[src/rtl/math_adder_chunked_serial.sv]
`default_nettype none
// ============================================================================
// Module   : math_cla / math_adder_chunked_serial
// Purpose  : Multi-cycle wide adder. DW-bit operands are split into CW-bit
//            chunks and added LSB-first, one chunk per clock, through a single
//            CW-bit carry-lookahead adder. The inter-chunk carry is held in a
//            register. Valid/ready handshakes on both operand and result side.
// Ports    : i_clk    clock
//            i_rst    synchronous reset, active high
//            i_valid  operand request valid      o_ready  operands accepted
//            i_a/i_b  DW-bit operands            i_c      carry in
//            o_valid  result valid               i_ready  result accepted
//            o_sum    (i_a + i_b + i_c) mod 2^DW o_carry  carry out of bit DW-1
// Revision : 1.0 - initial release
// ============================================================================

// ----------------------------------------------------------------------------
// N-bit carry-lookahead adder. Every carry is a flat sum-of-products of the
// generate/propagate terms and the carry in, so no carry ripples bit to bit.
// ----------------------------------------------------------------------------
module math_cla #(
    parameter int N = 8
) (
    input  logic [N-1:0] i_a,
    input  logic [N-1:0] i_b,
    input  logic         i_c,
    output logic [N-1:0] o_sum,
    output logic         o_carry
);

    logic [N-1:0] w_g;
    logic [N-1:0] w_p;
    logic [N:0]   w_c;

    assign w_g    = i_a & i_b;
    assign w_p    = i_a ^ i_b;
    assign w_c[0] = i_c;

    for (genvar i = 0; i < N; i++) begin : g_carry
        logic w_ci;
        logic w_term;

        // c[i+1] = g[i] | p[i]g[i-1] | ... | p[i..1]g[0] | p[i..0]c0
        always_comb begin
            w_term = 1'b0;
            w_ci   = i_c & (&w_p[i:0]);
            for (int j = 0; j <= i; j++) begin
                w_term = w_g[j];
                for (int k = j + 1; k <= i; k++) begin
                    w_term = w_term & w_p[k];
                end
                w_ci = w_ci | w_term;
            end
        end

        assign w_c[i+1] = w_ci;
    end

    assign o_sum   = w_p ^ w_c[N-1:0];
    assign o_carry = w_c[N];

endmodule

// ----------------------------------------------------------------------------
// Chunk-serial adder top level.
// ----------------------------------------------------------------------------
module math_adder_chunked_serial #(
    parameter int DW = 32,
    parameter int CW = 8
) (
    input  logic          i_clk,
    input  logic          i_rst,
    input  logic          i_valid,
    output logic          o_ready,
    input  logic [DW-1:0] i_a,
    input  logic [DW-1:0] i_b,
    input  logic          i_c,
    output logic          o_valid,
    input  logic          i_ready,
    output logic [DW-1:0] o_sum,
    output logic          o_carry
);

    // Guarded so an illegal CW=0 reaches the parameter check below instead
    // of failing earlier on a divide by zero.
    localparam int c_CW_SAFE = (CW >= 1) ? CW : 1;
    localparam int c_NCHUNK  = DW / c_CW_SAFE;
    localparam int c_IDXW    = (c_NCHUNK > 1) ? $clog2(c_NCHUNK) : 1;

    localparam logic [c_IDXW-1:0] c_LAST_IDX = c_IDXW'(c_NCHUNK - 1);
    localparam logic [c_IDXW-1:0] c_IDX_ONE  = c_IDXW'(1);

    localparam logic [1:0] c_S_IDLE = 2'd0;
    localparam logic [1:0] c_S_RUN  = 2'd1;
    localparam logic [1:0] c_S_DONE = 2'd2;

    if (CW < 1 || CW > DW || (DW % c_CW_SAFE) != 0) begin : g_bad_params
        $error("math_adder_chunked_serial: need 1 <= CW <= DW and DW %% CW == 0");
    end

    logic [1:0]        r_state;
    logic [c_IDXW-1:0] r_idx;
    logic [DW-1:0]     r_a;
    logic [DW-1:0]     r_b;
    logic [DW-1:0]     r_result;
    logic              r_carry;

    logic [31:0]       w_base;
    logic [CW-1:0]     w_a_chunk;
    logic [CW-1:0]     w_b_chunk;
    logic [CW-1:0]     w_chunk_sum;
    logic              w_chunk_carry;
    logic [DW-1:0]     w_result_next;

    assign w_base    = 32'(r_idx) * 32'(CW);
    assign w_a_chunk = r_a[w_base +: CW];
    assign w_b_chunk = r_b[w_base +: CW];

    math_cla #(
        .N (CW)
    ) u_cla (
        .i_a     (w_a_chunk),
        .i_b     (w_b_chunk),
        .i_c     (r_carry),
        .o_sum   (w_chunk_sum),
        .o_carry (w_chunk_carry)
    );

    // Result register with the current chunk merged in; on the last chunk
    // this is the complete sum, which is loaded straight into o_sum.
    always_comb begin
        w_result_next                = r_result;
        w_result_next[w_base +: CW]  = w_chunk_sum;
    end

    always_ff @(posedge i_clk) begin
        if (i_rst) begin
            r_state  <= c_S_IDLE;
            r_idx    <= '0;
            r_a      <= '0;
            r_b      <= '0;
            r_result <= '0;
            r_carry  <= 1'b0;
            o_ready  <= 1'b1;
            o_valid  <= 1'b0;
            o_sum    <= '0;
            o_carry  <= 1'b0;
        end else begin
            case (r_state)
                c_S_IDLE: begin
                    // o_ready is always high here, so i_valid alone is the handshake.
                    if (i_valid) begin
                        r_a      <= i_a;
                        r_b      <= i_b;
                        r_carry  <= i_c;
                        r_idx    <= '0;
                        r_result <= '0;
                        o_ready  <= 1'b0;
                        r_state  <= c_S_RUN;
                    end
                end
                c_S_RUN: begin
                    r_result <= w_result_next;
                    r_carry  <= w_chunk_carry;
                    r_idx    <= r_idx + c_IDX_ONE;
                    if (r_idx == c_LAST_IDX) begin
                        o_sum   <= w_result_next;
                        o_carry <= w_chunk_carry;
                        o_valid <= 1'b1;
                        r_state <= c_S_DONE;
                    end
                end
                c_S_DONE: begin
                    // o_sum/o_carry are left untouched so they persist after hand-off.
                    if (i_ready) begin
                        o_valid <= 1'b0;
                        o_ready <= 1'b1;
                        r_state <= c_S_IDLE;
                    end
                end
                default: begin
                    o_valid <= 1'b0;
                    o_ready <= 1'b1;
                    r_state <= c_S_IDLE;
                end
            endcase
        end
    end

endmodule
`default_nettype wire
[config.mk]
export PLATFORM = sky130hd
export DESIGN_NAME = math_adder_chunked_serial
export DESIGN_NICKNAME = d
export VERILOG_FILES = /design/src/rtl/math_adder_chunked_serial.sv
export SDC_FILE = /design/constraint.sdc
export NUM_CORES = 1
export LEC_CHECK = 0
export ABC_AREA = 1
export CAP_MARGIN = 20
export CORE_MARGIN = 2
export CORE_UTILIZATION = 57
export CTS_BUF_LIST = sky130_fd_sc_hd__clkbuf_16
export CTS_CLUSTER_DIAMETER = 60
export CTS_CLUSTER_SIZE = 16
export DETAILED_ROUTE_END_ITERATION = 16
export PLACE_DENSITY_LB_ADDON = 0.05
export SLEW_MARGIN = 20
export SYNTH_ARGS = -nofsm -noshare
export SYNTH_HDL_FRONTEND = slang
export SYNTH_SLANG_ARGS = --single-unit
export TNS_END_PERCENT = 50
[constraint.sdc]
create_clock -name i_clk -period 6.77 [get_ports i_clk]
set_input_delay 1.354 -clock i_clk [delete_from_list [all_inputs] [get_ports i_clk]]
set_output_delay 1.354 -clock i_clk [all_outputs]
set_load 0.02 [all_outputs]
==> metrics <==
top-count cell post-synth=nor2_1; nets@finish=1038; Critical Path AT=4.24 ns; share of Yosys cell area claimed by the top area cell type=0.4431; Worst EP required=7.10 ns; Layout Utilization=0.7449; met2 Use GR=0.4730; Synth area leaders=dfxtp_1 (44%), o21ai_0 (11%), nor2_1 (10%); clk_skew=0.007208 ns; final WL=15.29 mm; placed wire-length estimate=10.24 mm; core region area=10420 sq um; Post-CTS Hold Fix Bufs=0; P_leak=3.214 nW; Slew headroom=0.4260; CTS sink count=136; Final Critical Period=3.905 ns; Synth Flop Type=dfxtp_1; Post-DRT Antenna Nets=0; area leader, netlist=dfxtp_1; EDFF count, synth=0; initial DRC count=355; Hold WC Path Type=flop to flop; Synth top cells by count=nor2_1 (168), o21ai_0 (138), dfxtp_1 (136); Pwr Density=272.1 nW/um^2; first-pass GRT wire length=25.04 mm; Worst Setup Path Type=flop to flop; total I/O pin count=104; CP max FO=21; Clock Latency Late Sink=0.41 ns; final setup vio count=0; RSZ-0062 raised after global routing=false; synth unique cells=37; count of input and output buffers=103; CTS resizes=0; Synth Instances=878; Largest stage delay, worst path=0.81 ns; Post-synth ARST share=0; chip width=107.8 um; post-DR vias/cell=5.359; height of the chip=107.8 um; Slew @ Worst Pin=0.8590 ns; Fin. Hold Viols=0; # fillers=821; # diodes=0; M3 GR Usage=0.05327; met1 Use GR=0.3227; number of global-route vias before repair=5535; GRT Overall Usage=0.2688; largest net degree at the start of global routing=71; worst path bufs/invs=1; Initial Util=0.5899; Power Total=2.111 mW; DRT Pass-1 Iters=7; clock slew seen by the registers of the worst setup and hold paths=0.06 ns; warnings from Yosys=0; antenna violations before repair=0; Bufs on Longest Clock Path=2; flops & latches, synth=136; DRC viols=0; period utilization=0.5768; crit start category=flop; delay-heaviest family, CP=compound AO/OA/AOI/OAI gates; worst reg2reg setup slack=2.87 ns; Site Rows=37; CTS tree=built; slowest CP cell=dfxtp_1; fmax=0.2561 GHz; fraction of layout cells with a size suffix above 1=0.06120; Layout area overhead=26.27%; Syn Nets=962; most crowded layer after global routing=met2; post-synthesis area per instance=6.998 sq um; gpl congestion=0.8141; total gr overflow=0; max cap viols=0; DR WL/cell=13.90 um; sum of negative setup slack=0 ns; Post-Syn Area=6145 sq um; Critical Path End Type=flop; die area=11630 sq um; H-tree level count=4; total CTS buffers=17; pins over their slew limit=0; status=finished clean; maximum vdd drop=188.4 uV; CTS root buffer=clkbuf_16; Via Count=5895; Post-CTS Setup Inserts=0; post-synthesis sequential area ratio=0.4431; crit path cell chain=clkinv_1, a32oi_1, ha_1, nand3_1, nand2_2, o21ai_2, nand2_2, xnor2_1, nor2_1, nand2_1, o21ai_0, nand2_1, a21oi_1
metal layers:
layer,wire [um],up-vias
met2,7776,214
met4,420,0
met1,6273,2683
li1,-,2954
met3,818,44
met5,0,-
state kept, by name, summed over array words and instances (netlist names):
signal and count:
r_b 32, r_state 2, o_valid 1, r_carry 1
o_ready 1, o_carry 1, r_result 32, o_sum 32
r_idx 2, r_a 32
report_power, final:
group,total [mW],leakage (nW),switching [mW],internal (mW)
clock network,0.916,0.281,0.343,0.573
registers,0.863,1.11,0.0228,0.840
logic,0.332,1.82,0.206,0.126
total,2.11,3.21,0.572,1.54
worst register-to-register path, cell delays in order (launching register included):
cell	delay, ns
dfxtp_1	0.81
clkinv_1	0.74
a32oi_1	0.52
ha_1	0.30
nand3_1	0.13
nand2_2	0.08
o21ai_2	0.17
nand2_2	0.09
xnor2_1	0.20
nor2_1	0.19
nand2_1	0.09
o21ai_0	0.25
nand2_1	0.11
a21oi_1	0.15
final cells by class:
| class | instances | area (sq um) | area share |
|---|---|---|---|
| clock buffer | 17 | 425.4 | 0.05483 |
| sequential | 136 | 2723 | 0.3509 |
| tap | 136 | 170.2 | 0.02193 |
| inverter | 111 | 417.9 | 0.05386 |
| clock inverter | 12 | 155.1 | 0.02000 |
| timing repair buffer | 110 | 1079 | 0.1390 |
| multi-input combinational | 578 | 2789 | 0.3595 |
through the flow:
step           cells  setup slack (ns)  hold WS (ns)  cell area, sq um
6_report        1100             2.865        0.4708              7759
2_1_floorplan    878             4.214        0.4445              6145
3_5_place_dp    1071             3.014        0.4553              7177
3_3_place_gp    1071             3.131        0.4355              7177
4_1_cts         1100             2.978        0.4639              7757
5_1_grt         1100             2.562        0.4748              7759
cell usage in the layout (no fill, tap or decap), types with 2 or more instances in the layout:
cell,synthesis,layout
nor2_2,2,3
o22ai_1,24,24
nand3_1,7,7
bufinv_16,0,3
o21ai_0,138,138
clkinv_4,0,3
a22o_1,2,2
o21ai_2,3,3
nor2_1,168,167
clkdlybuf4s50_1,0,102
clkinv_1,2,2
nand2_2,7,7
o21ai_1,4,4
a32oi_1,2,2
nand2_1,120,120
a21oi_1,68,68
a21oi_2,3,3
clkinvlp_4,0,2
ha_1,14,14
dfxtp_1,136,136
clkinv_2,0,4
buf_4,1,7
clkbuf_16,0,17
inv_1,109,108
nand3_2,2,2
cell families (layout without fill, tap and decap cells):
group	Yosys count	in the layout	synth area share
xor gates and xnor gates	3	3	0.005499
DFF	136	136	0.4431
AOI/OAI and AO/OA	248	248	0.2144
buffers and inverters	164	250	0.1034
and+or+nand+nor	312	312	0.2018
adders and majority gates	15	15	0.03177
final timing paths:
path | cells past startpoint | from | end
setup / recovery | 13 | r_idx[1]$_SDFFE_PP0P_ | r_result[27]$_SDFFE_PP0P_
hold / removal | 2 | r_result[1]$_SDFFE_PP0P_ | r_result[1]$_SDFFE_PP0P_
setup reg to reg | 13 | r_idx[1]$_SDFFE_PP0P_ | r_result[27]$_SDFFE_PP0P_
hold reg to reg | 2 | r_result[1]$_SDFFE_PP0P_ | r_result[1]$_SDFFE_PP0P_
Power figures use the tool's default switching activity.
